`src/rtl/instr_boot_loader.sv`:
```
// -----------------------------------------------------------------------------
// instr_boot_loader
//
// Streams a program image from a host into instruction memory, then holds the
// processor core in reset for a fixed settling time before releasing it.
//
//   IDLE : core held in reset, waiting for start
//   LOAD : accepting words on in_data/in_valid, one imem write per word
//   HOLD : all words written, core still in reset for RELEASE_DELAY cycles
//   RUN  : core released; reload returns to IDLE
//
// Ports
//   clk, resetn             clock, asynchronous active-low reset
//   start, base_addr,       session request and its parameters (IDLE only)
//   word_count
//   in_data, in_valid,      host word stream; a word moves on in_valid&in_ready
//   in_ready
//   reload                  in RUN, put the core back in reset and go to IDLE
//   boot_iaddr, boot_idata, imem write port (word address, data, strobe)
//   boot_iwe
//   core_resetn             active-low reset to the core, high only in RUN
//   busy                    high in LOAD and HOLD
//   err                     sticky: a start would have run past the memory end
// -----------------------------------------------------------------------------
module instr_boot_loader #(
    parameter int I_ADDRESSWIDTH = 14,
    parameter int I_SIZE         = 16384,
    parameter int RELEASE_DELAY  = 4
) (
    input  logic                      clk,
    input  logic                      resetn,
    input  logic                      start,
    input  logic [I_ADDRESSWIDTH-1:0] base_addr,
    input  logic [I_ADDRESSWIDTH:0]   word_count,
    input  logic [31:0]               in_data,
    input  logic                      in_valid,
    output logic                      in_ready,
    input  logic                      reload,
    output logic [31:0]               boot_iaddr,
    output logic [31:0]               boot_idata,
    output logic                      boot_iwe,
    output logic                      core_resetn,
    output logic                      busy,
    output logic                      err
);

    localparam int AW = I_ADDRESSWIDTH;
    // One extra bit beyond word_count so base_addr + word_count never wraps.
    localparam int SW = AW + 2;
    localparam logic [SW-1:0] SIZE_LIMIT = SW'(I_SIZE);
    localparam logic [AW:0]   IDX_ONE    = (AW+1)'(1);
    localparam logic [7:0]    HOLD_LOAD  = 8'(RELEASE_DELAY - 1);

    typedef enum logic [1:0] {
        S_IDLE,
        S_LOAD,
        S_HOLD,
        S_RUN
    } state_e;

    state_e          state_q, state_d;
    logic [AW-1:0]   base_q, base_d;
    logic [AW:0]     count_q, count_d;
    logic [AW:0]     index_q, index_d;
    logic [7:0]      hold_q, hold_d;
    logic            in_ready_q, in_ready_d;
    logic            iwe_q, iwe_d;
    logic [31:0]     iaddr_q, iaddr_d;
    logic [31:0]     idata_q, idata_d;
    logic            core_resetn_q, core_resetn_d;
    logic            busy_q, busy_d;
    logic            err_q, err_d;

    logic [SW-1:0]   end_addr;
    logic            start_overflow;
    logic [AW-1:0]   wr_addr;
    logic            last_word;

    assign end_addr       = SW'(base_addr) + SW'(word_count);
    assign start_overflow = end_addr > SIZE_LIMIT;
    assign wr_addr        = base_q + index_q[AW-1:0];
    assign last_word      = index_q == (count_q - IDX_ONE);

    always_comb begin
        // NOTE: every variable gets a default first so no path leaves it
        // unassigned, which would otherwise infer a latch.
        state_d = state_q;
        base_d  = base_q;
        count_d = count_q;
        index_d = index_q;
        hold_d  = hold_q;
        iwe_d   = 1'b0;
        iaddr_d = iaddr_q;
        idata_d = idata_q;
        err_d   = err_q;

        unique case (state_q)
            S_IDLE: begin
                if (start) begin
                    if (start_overflow) begin
                        err_d = 1'b1;
                    end else if (word_count == '0) begin
                        err_d   = 1'b0;
                        hold_d  = HOLD_LOAD;
                        state_d = S_HOLD;
                    end else begin
                        err_d   = 1'b0;
                        base_d  = base_addr;
                        count_d = word_count;
                        index_d = '0;
                        state_d = S_LOAD;
                    end
                end
            end
            S_LOAD: begin
                if (in_valid && in_ready_q) begin
                    iwe_d   = 1'b1;
                    idata_d = in_data;
                    iaddr_d = 32'(wr_addr);
                    index_d = index_q + IDX_ONE;
                    if (last_word) begin
                        hold_d  = HOLD_LOAD;
                        state_d = S_HOLD;
                    end
                end
            end
            S_HOLD: begin
                // Loaded with RELEASE_DELAY-1 so HOLD spans RELEASE_DELAY cycles.
                if (hold_q == 8'd0) begin
                    state_d = S_RUN;
                end else begin
                    hold_d = hold_q - 8'd1;
                end
            end
            S_RUN: begin
                if (reload) begin
                    state_d = S_IDLE;
                end
            end
            default: state_d = S_IDLE;
        endcase

        // Status outputs are registered images of the next state.
        in_ready_d    = state_d == S_LOAD;
        core_resetn_d = state_d == S_RUN;
        busy_d        = (state_d == S_LOAD) || (state_d == S_HOLD);
    end

    // NOTE: sequential state uses non-blocking assignments so all flops sample
    // the same pre-edge values regardless of statement order.
    always_ff @(posedge clk or negedge resetn) begin
        if (!resetn) begin
            state_q       <= S_IDLE;
            base_q        <= '0;
            count_q       <= '0;
            index_q       <= '0;
            hold_q        <= '0;
            in_ready_q    <= 1'b0;
            iwe_q         <= 1'b0;
            iaddr_q       <= '0;
            idata_q       <= '0;
            core_resetn_q <= 1'b0;
            busy_q        <= 1'b0;
            err_q         <= 1'b0;
        end else begin
            state_q       <= state_d;
            base_q        <= base_d;
            count_q       <= count_d;
            index_q       <= index_d;
            hold_q        <= hold_d;
            in_ready_q    <= in_ready_d;
            iwe_q         <= iwe_d;
            iaddr_q       <= iaddr_d;
            idata_q       <= idata_d;
            core_resetn_q <= core_resetn_d;
            busy_q        <= busy_d;
            err_q         <= err_d;
        end
    end

    assign in_ready    = in_ready_q;
    assign boot_iwe    = iwe_q;
    assign boot_iaddr  = iaddr_q;
    assign boot_idata  = idata_q;
    assign core_resetn = core_resetn_q;
    assign busy        = busy_q;
    assign err         = err_q;

endmodule

```
`config.mk`:
```
export PLATFORM = sky130hd
export DESIGN_NAME = instr_boot_loader
export DESIGN_NICKNAME = d
export VERILOG_FILES = /design/src/rtl/instr_boot_loader.sv
export SDC_FILE = /design/constraint.sdc
export NUM_CORES = 1
export LEC_CHECK = 0
export ABC_AREA = 1
export ABC_CLOCK_PERIOD_IN_PS = 2340
export BUFFER_PORTS_ARGS = -buffer_cell sky130_fd_sc_hd__buf_2
export CAP_MARGIN = 20
export CORE_UTILIZATION = 53
export CTS_BUF_LIST = sky130_fd_sc_hd__clkbuf_8
export CTS_CLUSTER_DIAMETER = 40
export DETAILED_ROUTE_END_ITERATION = 10
export PLACE_DENSITY = 0.8
export SETUP_SLACK_MARGIN = 0.02
export SLEW_MARGIN = 0
export SYNTH_ARGS = -nofsm -noshare
export SYNTH_HDL_FRONTEND = slang
export SYNTH_SLANG_ARGS = --single-unit
export TNS_END_PERCENT = 1
```
`constraint.sdc`:
```
create_clock -name clk -period 2.34 [get_ports clk]
set_clock_uncertainty 0.15 [all_clocks]
set_input_delay 0.234 -clock clk [delete_from_list [all_inputs] [get_ports clk]]
set_output_delay 0.234 -clock clk [all_outputs]
set_load 0.01 [all_outputs]
```
==> results by group, run 1 <==
Critical path
  • Levels on crit path: 15
  • Worst setup EP type: flip-flop
  • Worst path bufs/invs: 3
  • Crit path from: count_q[0]
  • Setup CP Type: reg -> reg
  • WP data required: ~2500 ps
  • CP max stage cell: dfrtp_1
  • Critical-path cell list: inv_2 > ha_4 > xnor2_1 > nor2_1 > o21ai_1 > nor2_1 > nand3b_1 > nor2_1 > nand3_1 > nor2_2 > a21oi_1 > nand2_1 > inv_1 > ha_1 > inv_1
  • Reg2Reg Capture Point: busy
  • Critical Path Sink: busy
  • R2r worst-path depth: 15
  • Worst Path Arrival: 2560 ps
  • Worst-path maximum fanout: 2
  • Worst r2r src: count_q[0]
  • CP startpoint kind: flip-flop
  • Critical path's largest stage delay: 420 ps
  • Worst reg2reg setup slack: -70 ps
  • Most used cell, CP: nor2_1
  • CP top delay family: simple AND/OR/NAND/NOR gates

Yosys
  • Asr flop ratio synth: 100%
  • Post-synthesis register bit count: 105
  • Avg Inst Size Synth: 7.03 sq um
  • Yosys warning count: 0
  • Register area share after synthesis: a little under two fifths
  • Distinct cells, synth: 40
  • Number of flops mapped to enable cells by yosys: 0
  • Ys flop type: dfrtp_1
  • Mapped cell area: 7120 sq um
  • Post-synthesis cell count: 1014

STA
  • Final-report hold violation count: 0
  • Slew Viols, Final: 0
  • Tmin final: roughly 2400 ps
  • Fmax: 0.414 GHz
  • Setup TNS Final: -434 ps
  • Endpoints failing setup: 10
  • RSZ-0062 raised after global routing: yes
  • Fin crit share: 103%
  • PnR worst setup slack: -73.9 ps
  • Hold WS: 33.7 ps

Clock network
  • Root buffer cell: clkbuf_8
  • Clk_lat worst skew: 390 ps
  • Clock buffer depth: 2
  • Clock-pin slew of the registers on the worst-case setup and hold paths: ~110 ps
  • Htree depth: 3
  • TritonCTS Buffers: 9
  • Sink Count: 105
  • CTS tree: done

Floorplanning
  • # rows: 41
  • Initial Utilization: a little under three fifths
  • Die width: roughly 120 microns
  • Die height: 118 microns
  • Die area: about 14000 sq um
  • I/O Pins: 135
  • Core ar.: between 10000 and 15000 sq um

Global routing
  • Grt ovf: 0
  • First-pass GRT wire length: between 30000 and 40000 microns
  • Initial antenna violation count: 0
  • Total GRT Usage: 29.0%
  • Vias in the first global route: 6993
  • Largest net degree at the start of global routing: 61

Run status
  • Failing checks: setup timing
  • Status: finished, violations left

Route
  • Drt via density: 5.28
  • First-pass iteration count of the detailed router: 5
  • Avg WL per Cell: 14.1 microns
  • Initial DRC count: 495
  • Detail Route Antenna Nets: 0
  • Vias: 7510
  • Post-Route WL: 20100 microns
  • Drt drc: 0

Power and ir drop
  • Worst VDD drop: 0.354 mV
  • Total power: 6.54 mW
  • Static Leak: about 5.2 nW
  • Pwr dens: 705 nW/um^2

Placement
  • Buffers on Ports: ~120
  • Final GP Congestion: 0.907
  • DP HPWL: 14100 microns
  • Place WS: -299 ps

Job
  • Max-Cap Viols: 0

Final layout
  • Layout Nets: between 1000 and 1500
  • Area Growth Syn to Fin: 30.2%
  • Antenna Cells: 0
  • Layout cells sized above 1: 25.0%

Min path
  • Hold WC Path Type: in -> reg
[Yosys cell counts (3+ instances only)]
cell | number | area share [%]
nand2_1 | 401 | 21
dfrtp_1 | 105 | 37
inv_1 | 92 | 4.8
nand3_1 | 72 | 5.1
nor2_1 | 60 | 3.2
nand4_1 | 44 | 3.9
ha_1 | 32 | 5.6
a21oi_1 | 29 | 2.0
o21ai_0 | 24 | 1.7
buf_4 | 18 | 1.9
clkbuf_1 | 18 | 0.95
xor2_1 | 17 | 2.1
nor3_1 | 15 | 1.1
buf_2 | 10 | 0.70
nand3b_1 | 8 | 0.84
nor2_2 | 8 | 0.70
xnor2_1 | 8 | 0.98
nand2_2 | 6 | 0.53
nor4_1 | 6 | 0.53
or2_2 | 6 | 0.53
a31oi_1 | 5 | 0.44
a21o_1 | 3 | 0.32
inv_2 | 3 | 0.16
nand3_2 | 3 | 0.42
nor2_4 | 3 | 0.47
[kinds of logic after synthesis]
| kind of cell | share of synthesized area (%) |
|---|---|
| buffers and inverters | 8.75 |
| and+or+nand+nor | 39.7 |
| adders and majority gates | 6.18 |
| AOI/OAI and AO/OA | 5.04 |
| xor gates and xnor gates | 3.39 |
| other | 0.0526 |
| DFF | 36.9 |
[worst min-delay path, cell delays in order]
cell	delay (ps)
buf_2	150
nand4_1	100
nand2_1	60
[cell type report]
class                           instances  area, sq um
Timing Repair Buffer                  251         1730
Fill cell                            1001         3600
Clock buffer                            9          124
Tap cell                              172          215
Clock inverter                          7         78.8
Sequential cell                       105         2640
Multi-Input combinational cell        784         4140
Inverter                               95          357
[layer usage]
metal,up-vias,wire length (microns),share of wire [%],global-route usage [%]
met3,35,1330,6.6,3.54
met4,0,396,2.0,9.86
met1,3487,8700,43,38.4
met5,-,0,0,0
li1,3683,-,-,-
met2,305,9690,48,48.9
[cell usage in the layout (no fill, tap or decap), drive strengths merged]
cell | synthesis | layout
a21o | 3 | 3
dlygate4sd3 | 0 | 33
clkinv | 0 | 3
inv | 95 | 99
nor4 | 6 | 6
o21a | 1 | 1
o21bai | 1 | 1
nand2 | 409 | 409
nand3b | 8 | 8
xnor3 | 1 | 1
o311ai | 1 | 1
nand4 | 44 | 44
a21oi | 30 | 30
xor2 | 17 | 17
fa | 2 | 2
and2 | 3 | 3
ha | 32 | 32
buf | 28 | 218
clkbuf | 19 | 9
xnor2 | 8 | 8
dfrtp | 105 | 105
nor3 | 16 | 16
o21ai | 24 | 24
nand3 | 76 | 76
or3 | 1 | 1
or2 | 6 | 6
conb | 1 | 18
nor2 | 72 | 72
a31oi | 5 | 5
[state kept, by name, summed over array words and instances, names as in the netlist, 2 cells and up]
register	count
base_q	14
boot_iaddr	14
boot_idata	32
count_q	15
hold_q	8
index_q	15
state_q	2
[metrics by stage]
stage	util, %	std cells	instance area [sq um]
floorplan	-	1031	7260
finish	72.0	1423	9280
detailed placement	66.5	1371	8570
global placement	66.5	1371	8570
global route	72.0	1423	9280
CTS	71.2	1422	9160
[worst min path at each step]
stage,startpoint,slack [ps],cells after the start,endpoint
2_1_floorplan,resetn,-210,0,base_q[0]
6_report,word_count[14],30,3,count_q[14]
3_3_place_gp,resetn,-40,1,boot_iaddr[8]
5_1_grt,word_count[14],30,3,count_q[14]
3_5_place_dp,resetn,-40,1,boot_iaddr[8]
4_1_cts,word_count[14],20,3,count_q[14]
[where the power goes]
part	switching, mW	internal (mW)
logic	1.71	1.27
registers	0.284	2.12
clock network	0.726	0.426
total	2.72	3.82
[timing repair]
item	in CTS	in global routing
hold buffers	33	0
setup endpoints to repair	12	59
buffers inserted	2	1
endpoints found under the hold margin	137	0
pin swaps	11	2
resized for setup	14	27
No activity file was read; power rests on OpenSTA's default activity.
==> run 2, diff against run 1 <==
--- a/config.mk
+++ b/config.mk
@@ -15,6 +15,7 @@
 export DETAILED_ROUTE_END_ITERATION = 10
 export PLACE_DENSITY = 0.8
 export SETUP_SLACK_MARGIN = 0.02
+export SKIP_LAST_GASP = 1
 export SLEW_MARGIN = 0
 export SYNTH_ARGS = -nofsm -noshare
 export SYNTH_HDL_FRONTEND = slang
==> run 2 against run 1 <==
Via count about the same. Sequential cell count is the same. Sequential share of layout area is 0.28 points higher. Largest cell class unchanged. Combinational power is 2% lower. The run still ends with setup timing left. Worst hold slack worse by 9.6 ps. Maximum frequency is essentially flat. Final cell count did not move.
==> results by group, run 2 (same netlist as run 1, synthesis figures left out) <==
Global routing
  • First-pass GRT wire length: 32800 microns
  • Total GRT Usage: 28.9%
  • Initial antenna violation count: 0
  • Largest net degree at the start of global routing: 61
  • Grt ovf: 0
  • Vias in the first global route: between 7000 and 8000

Run status
  • Failing checks: setup timing
  • Status: finished, violations left

STA
  • Setup TNS Final: -561 ps
  • Fmax: 0.415 GHz
  • Fin crit share: 103%
  • Hold WS: 24.1 ps
  • Final-report hold violation count: 0
  • PnR worst setup slack: -71.9 ps
  • Endpoints failing setup: 10
  • RSZ-0062 raised after global routing: yes
  • Max-slew headroom: 66.5%
  • Tmin final: 2410 ps
  • Slew Viols, Final: 0
  • Worst slew pin tran: 502 ps

Floorplanning
  • I/O Pins: 135
  • Die width: between 100 and 150 microns
  • # rows: 41
  • Die area: 13900 sq um
  • Initial Utilization: 55.3%
  • Die height: around 120 microns
  • Core ar.: 12900 sq um

Final layout
  • Finished Layout Cells: roughly 1400
  • Most common cell after layout, fill and taps aside: nand2_1
  • Fill cells: 1027
  • Layout cells sized above 1: 23.7%
  • Area Growth Syn to Fin: 28.7%
  • Final Util: 71.2%
  • Largest register FFs: 32
  • Antenna Cells: 0
  • Commonest cells after routing, fill and taps aside: 397 x nand2_1, 115 x buf_2, 101 x dfrtp_1
  • Layout Nets: 1346

Min path
  • Hold WC Path Type: in -> reg

Clock network
  • Htree depth: 3
  • Sink Count: 105
  • TritonCTS Buffers: 9
  • Clock-pin slew of the registers on the worst-case setup and hold paths: 120 ps
  • Root buffer cell: clkbuf_8
  • Clock buffer depth: 2
  • Clk_lat worst skew: 390 ps
  • CTS tree: done

Power and ir drop
  • Pwr dens: 706 nW/um^2
  • Static Leak: 5.16 nW
  • Total power: 6.47 mW
  • Worst VDD drop: 0.351 mV

Critical path
  • Critical path's largest stage delay: 460 ps
  • Critical-path cell list: nor2_2 > nand2_2 > nor2_8 > nand2_1 > nand2_2 > nand2_1 > nor2_2 > nand2_1 > nor2_2 > nand2_2 > buf_4 > a21oi_4 > buf_12 > nand3_1 > nand2_1
  • CP startpoint kind: flip-flop
  • CP max stage cell: dfrtp_1
  • R2r worst-path depth: 15
  • Reg2Reg Capture Point: hold_q[4]
  • WP data required: between 2000 and 3000 ps
  • Critical Path Sink: hold_q[4]
  • Worst r2r src: count_q[6]
  • Setup CP Type: reg -> reg
  • Worst reg2reg setup slack: -70 ps
  • Crit path from: count_q[6]
  • Most used cell, CP: nand2_1
  • Worst Path Arrival: 2590 ps
  • Worst setup EP type: flip-flop
  • Worst-path maximum fanout: 8

Route
  • Post-Route WL: roughly 20000 microns
  • Detail Route Antenna Nets: 0
  • Drt via density: 5.28
  • Drt drc: 0
  • Initial DRC count: ~480
  • Avg WL per Cell: approximately 14 microns
  • Vias: 7517
  • First-pass iteration count of the detailed router: 5

Job
  • Max-Cap Viols: 0

Placement
  • Buffers on Ports: 116
  • Placed Cells: 1371
  • Final GP Congestion: 0.907
  • DP HPWL: 14100 microns
[run 2: cell types whose count changed in the layout (fill, tap and decap cells not counted), moves of 3 or more]
cell,previous run,this run
buf_4,97,100
dfrtp_1,97,101
a21oi_2,6,2
a21oi_1,23,27
buf_6,3,0
ha_4,5,2
dfrtp_2,8,4
ha_1,25,29
[run 2: cell type report]
type                            count  area (sq um)  area share (%)
Inverter                           95           357            3.89
Timing Repair Buffer              251          1720            18.7
Clock buffer                        9           124            1.35
Clock inverter                      7          78.8           0.860
Tap cell                          172           215            2.35
Sequential cell                   105          2630            28.7
Multi-Input combinational cell    784          4050            44.1
[run 2: through the flow]
stage               setup WS (ps)  instance area (sq um)
floorplan                    17.1                   7260
global placement             -285                   8570
detailed placement           -299                   8570
CTS                         -22.1                   9160
global route                 -216                   9170
finish                      -71.9                   9170
[run 2: worst min-delay path by stage]
stage              startpoint             to  cells after the start
6_report       word_count[14]    count_q[14]                      3
5_1_grt        word_count[14]    count_q[14]                      3
4_1_cts        word_count[14]    count_q[14]                      3
3_5_place_dp           resetn  boot_iaddr[8]                      1
3_3_place_gp           resetn  boot_iaddr[8]                      1
2_1_floorplan          resetn      base_q[0]                      0
[run 2: power by group]
| part | leakage (nW) | internal [mW] | switching, mW |
|---|---|---|---|
| registers | 1.35 | 2.12 | 0.280 |
| clock network | 0.102 | 0.426 | 0.725 |
| logic | 3.71 | 1.24 | 1.68 |
| total | 5.16 | 3.78 | 2.69 |
[run 2: per-layer routing]
metal	global-route usage [%]	part of all wire, %	up-vias
li1	-	-	3678
met1	38.4	44	3503
met2	48.7	48	296
met3	3.54	6.3	40
met4	9.86	2.2	0
met5	0	0	-
[run 2: timing repair]
action | CTS | global route
setup endpoints to repair | 12 | 59
buffers inserted | 2 | 1
pin swaps | 3 | 1
endpoints found under the hold margin | 137 | 0
hold buffers | 33 | 0
gates resized for setup | 12 | 3
[run 2: critical path, delay by kind of cell, from the launching register on]
family                 cells  cell delay (ps)
AO/OA/AOI/OAI              1              210
buffers and inverters      2              300
flip-flops                 1              460
AND/OR/NAND/NOR           12             1250
==> run 3, diff against run 2 <==
--- a/config.mk
+++ b/config.mk
@@ -13,7 +13,7 @@
 export CTS_BUF_LIST = sky130_fd_sc_hd__clkbuf_8
 export CTS_CLUSTER_DIAMETER = 40
 export DETAILED_ROUTE_END_ITERATION = 10
-export PLACE_DENSITY = 0.8
+export PLACE_DENSITY_LB_ADDON = 0.15
 export SETUP_SLACK_MARGIN = 0.02
 export SKIP_LAST_GASP = 1
 export SLEW_MARGIN = 0
==> constraint.sdc (replaced) <==
create_clock -name clk -period 2.34 [get_ports clk]
set_clock_uncertainty 0.15 [all_clocks]
set_input_delay 0.234 -clock clk [delete_from_list [all_inputs] [get_ports clk]]
set_output_delay 0.234 -clock clk [all_outputs]
set_load 0.1 [all_outputs]
==> run 3 against run 2 <==
The flow still finishes with violations (setup timing). Combinational power increased by 36%. Sequential power about the same. Final cell count unchanged. Wire length decreased by 3.6%. Worst setup slack improved by 51 ps. Sequential cell count unchanged. Total power increased by 14%. Cell area decreased by 0.26%. Largest cell class unchanged.
==> results by group, run 3 (same netlist as run 1, synthesis figures left out) <==
Min path
  • Worst hold path depth: 3
  • HP Start: word_count[14]
  • Hold WC Path Type: in -> reg
  • Hold Path End: count_q[14]

Floorplanning
  • Initial Utilization: 55.3%
  • Die width: 118 microns
  • # rows: 41
  • Core ar.: 12900 sq um
  • Die area: 13900 sq um
  • I/O Pins: 135
  • Die height: approximately 120 microns

Run status
  • Failing checks: setup timing
  • Status: finished, violations left

STA
  • Hold WS: 2.79 ps
  • Worst slew pin tran: around 510 ps
  • PnR worst setup slack: -21.2 ps
  • Final-report hold violation count: 0
  • Max-slew headroom: 65.8%
  • Tmin final: ~2400 ps
  • RSZ-0062 raised after global routing: yes
  • Fmax: 0.424 GHz
  • Endpoints failing setup: 9
  • Fin crit share: 101%
  • Slew Viols, Final: 0

Clock network
  • Htree depth: 3
  • Clock buffer depth: 2
  • Clk_lat worst skew: 400 ps
  • Sink Count: 105
  • CTS tree: done
  • TritonCTS Buffers: 9
  • Clock-pin slew of the registers on the worst-case setup and hold paths: 100 ps
  • Root buffer cell: clkbuf_8

Placement
  • Final GP Congestion: around 0.95
  • DP HPWL: 14200 microns
  • Buffers on Ports: about 120

Power and ir drop
  • Static Leak: 5.16 nW
  • Pwr dens: 809 nW/um^2
  • Total power: 7.40 mW
  • Worst VDD drop: 0.462 mV

Final layout
  • Final Util: 71.0%
  • Layout Nets: around 1300
  • Area Growth Syn to Fin: 28.4%
  • Commonest cells after routing, fill and taps aside: 396 x nand2_1, 115 x buf_2, 101 x dfrtp_1
  • Layout cells sized above 1: between 20% and 30%
  • Antenna Cells: 0
  • Most common cell after layout, fill and taps aside: nand2_1
  • Largest register FFs: 32

Route
  • Drt via density: 5.07
  • Met3 WL: 995 microns
  • First-pass iteration count of the detailed router: 5
  • Avg WL per Cell: 13.4 microns
  • Detail Route Antenna Nets: 0
  • Vias: 7214
  • Initial DRC count: 387
  • Routed wl met2: 9250 microns
  • Post-Route WL: 19100 microns
  • Top Metal Used: met4
  • M1 wire length: 8430 microns
  • Drt drc: 0

Job
  • Max-Cap Viols: 0

Critical path
  • Worst reg2reg setup slack: -20 ps
  • Reg2Reg Capture Point: hold_q[4]
  • Worst path bufs/invs: 2
  • Critical path's largest stage delay: roughly 400 ps
  • R2r worst-path depth: 16
  • Critical-path cell list: buf_4 > nor2_4 > nand2_4 > nor2_4 > nand3_2 > nand2_2 > nand2_2 > nor2_2 > nand2_1 > nor2_2 > nand2_2 > buf_4 > a21oi_4 > nand2_4 > nand2_1 > nand2_1
  • WP data required: 2490 ps
  • CP max stage cell: dfrtp_1
  • Worst Path Arrival: 2510 ps
  • Worst r2r src: count_q[1]
  • CP startpoint kind: flip-flop
  • Worst setup EP type: flip-flop
  • Worst-path maximum fanout: 8
  • CP top delay family: simple AND/OR/NAND/NOR gates
  • Setup CP Type: reg -> reg

Global routing
  • Largest net degree at the start of global routing: 52
  • Grt ovf: 0
  • Total GRT Usage: 28.3%
  • Initial antenna violation count: 0
  • Vias in the first global route: ~7000
  • First-pass GRT wire length: 31800 microns
## run 3: metal layers
layer | vias up | global-route usage, %
met2 | 192 | 48.5
met5 | - | 0
met3 | 28 | 5.04
met4 | 0 | 8.89
li1 | 3684 | -
met1 | 3310 | 36.0
## run 3: worst max path at each step
| stage | cells past startpoint | end | startpoint |
|---|---|---|---|
| 2_1_floorplan | 16 | busy | base_addr[0] |
| 3_3_place_gp | 17 | busy | base_addr[5] |
| 3_5_place_dp | 17 | busy | base_addr[5] |
| 4_1_cts | 15 | hold_q[0] | count_q[7] |
| 5_1_grt | 16 | hold_q[0] | count_q[0] |
| 6_report | 16 | hold_q[4] | count_q[1] |
## run 3: timing repair
action,in CTS,in global routing
setup buffers,3,0
pin swaps,4,7
hold buffers,33,0
hold endpoints to repair,67,0
endpoints found under the setup margin,12,59
gates resized for setup,8,15
## run 3: stage by stage
step | std cells | instance area [sq um] | setup WS, ps | TNS [ps]
after detailed placement | 1371 | 8550 | -325 | -13110
after global routing | 1423 | 9150 | -193 | -5710
after global placement | 1371 | 8550 | -319 | -13100
after CTS | 1423 | 9110 | 0.605 | 0
final | 1423 | 9150 | -21.2 | -123
after floorplan | 1031 | 7230 | 0.308 | 0
## run 3: cell type report
| type | count | area [sq um] |
|---|---|---|
| clock buffer | 9 | 124 |
| inverter | 95 | 357 |
| tap | 172 | 215 |
| fill | 1111 | 3730 |
| timing repair buffer | 251 | 1720 |
| clock inverter | 7 | 52.6 |
| sequential | 105 | 2630 |
| multi-input combinational | 784 | 4040 |
## run 3: tightest hold or removal path, cell delays in order
cell and delay [ps]:
buf_2 140, nand4_1 90, nand2_1 50
## run 3: report_power, final
| part | total [mW] | internal [mW] | switching [mW] |
|---|---|---|---|
| registers | 2.38 | 2.12 | 0.268 |
| logic | 3.96 | 1.24 | 2.72 |
| clock network | 1.05 | 0.396 | 0.653 |
| total | 7.40 | 3.76 | 3.64 |
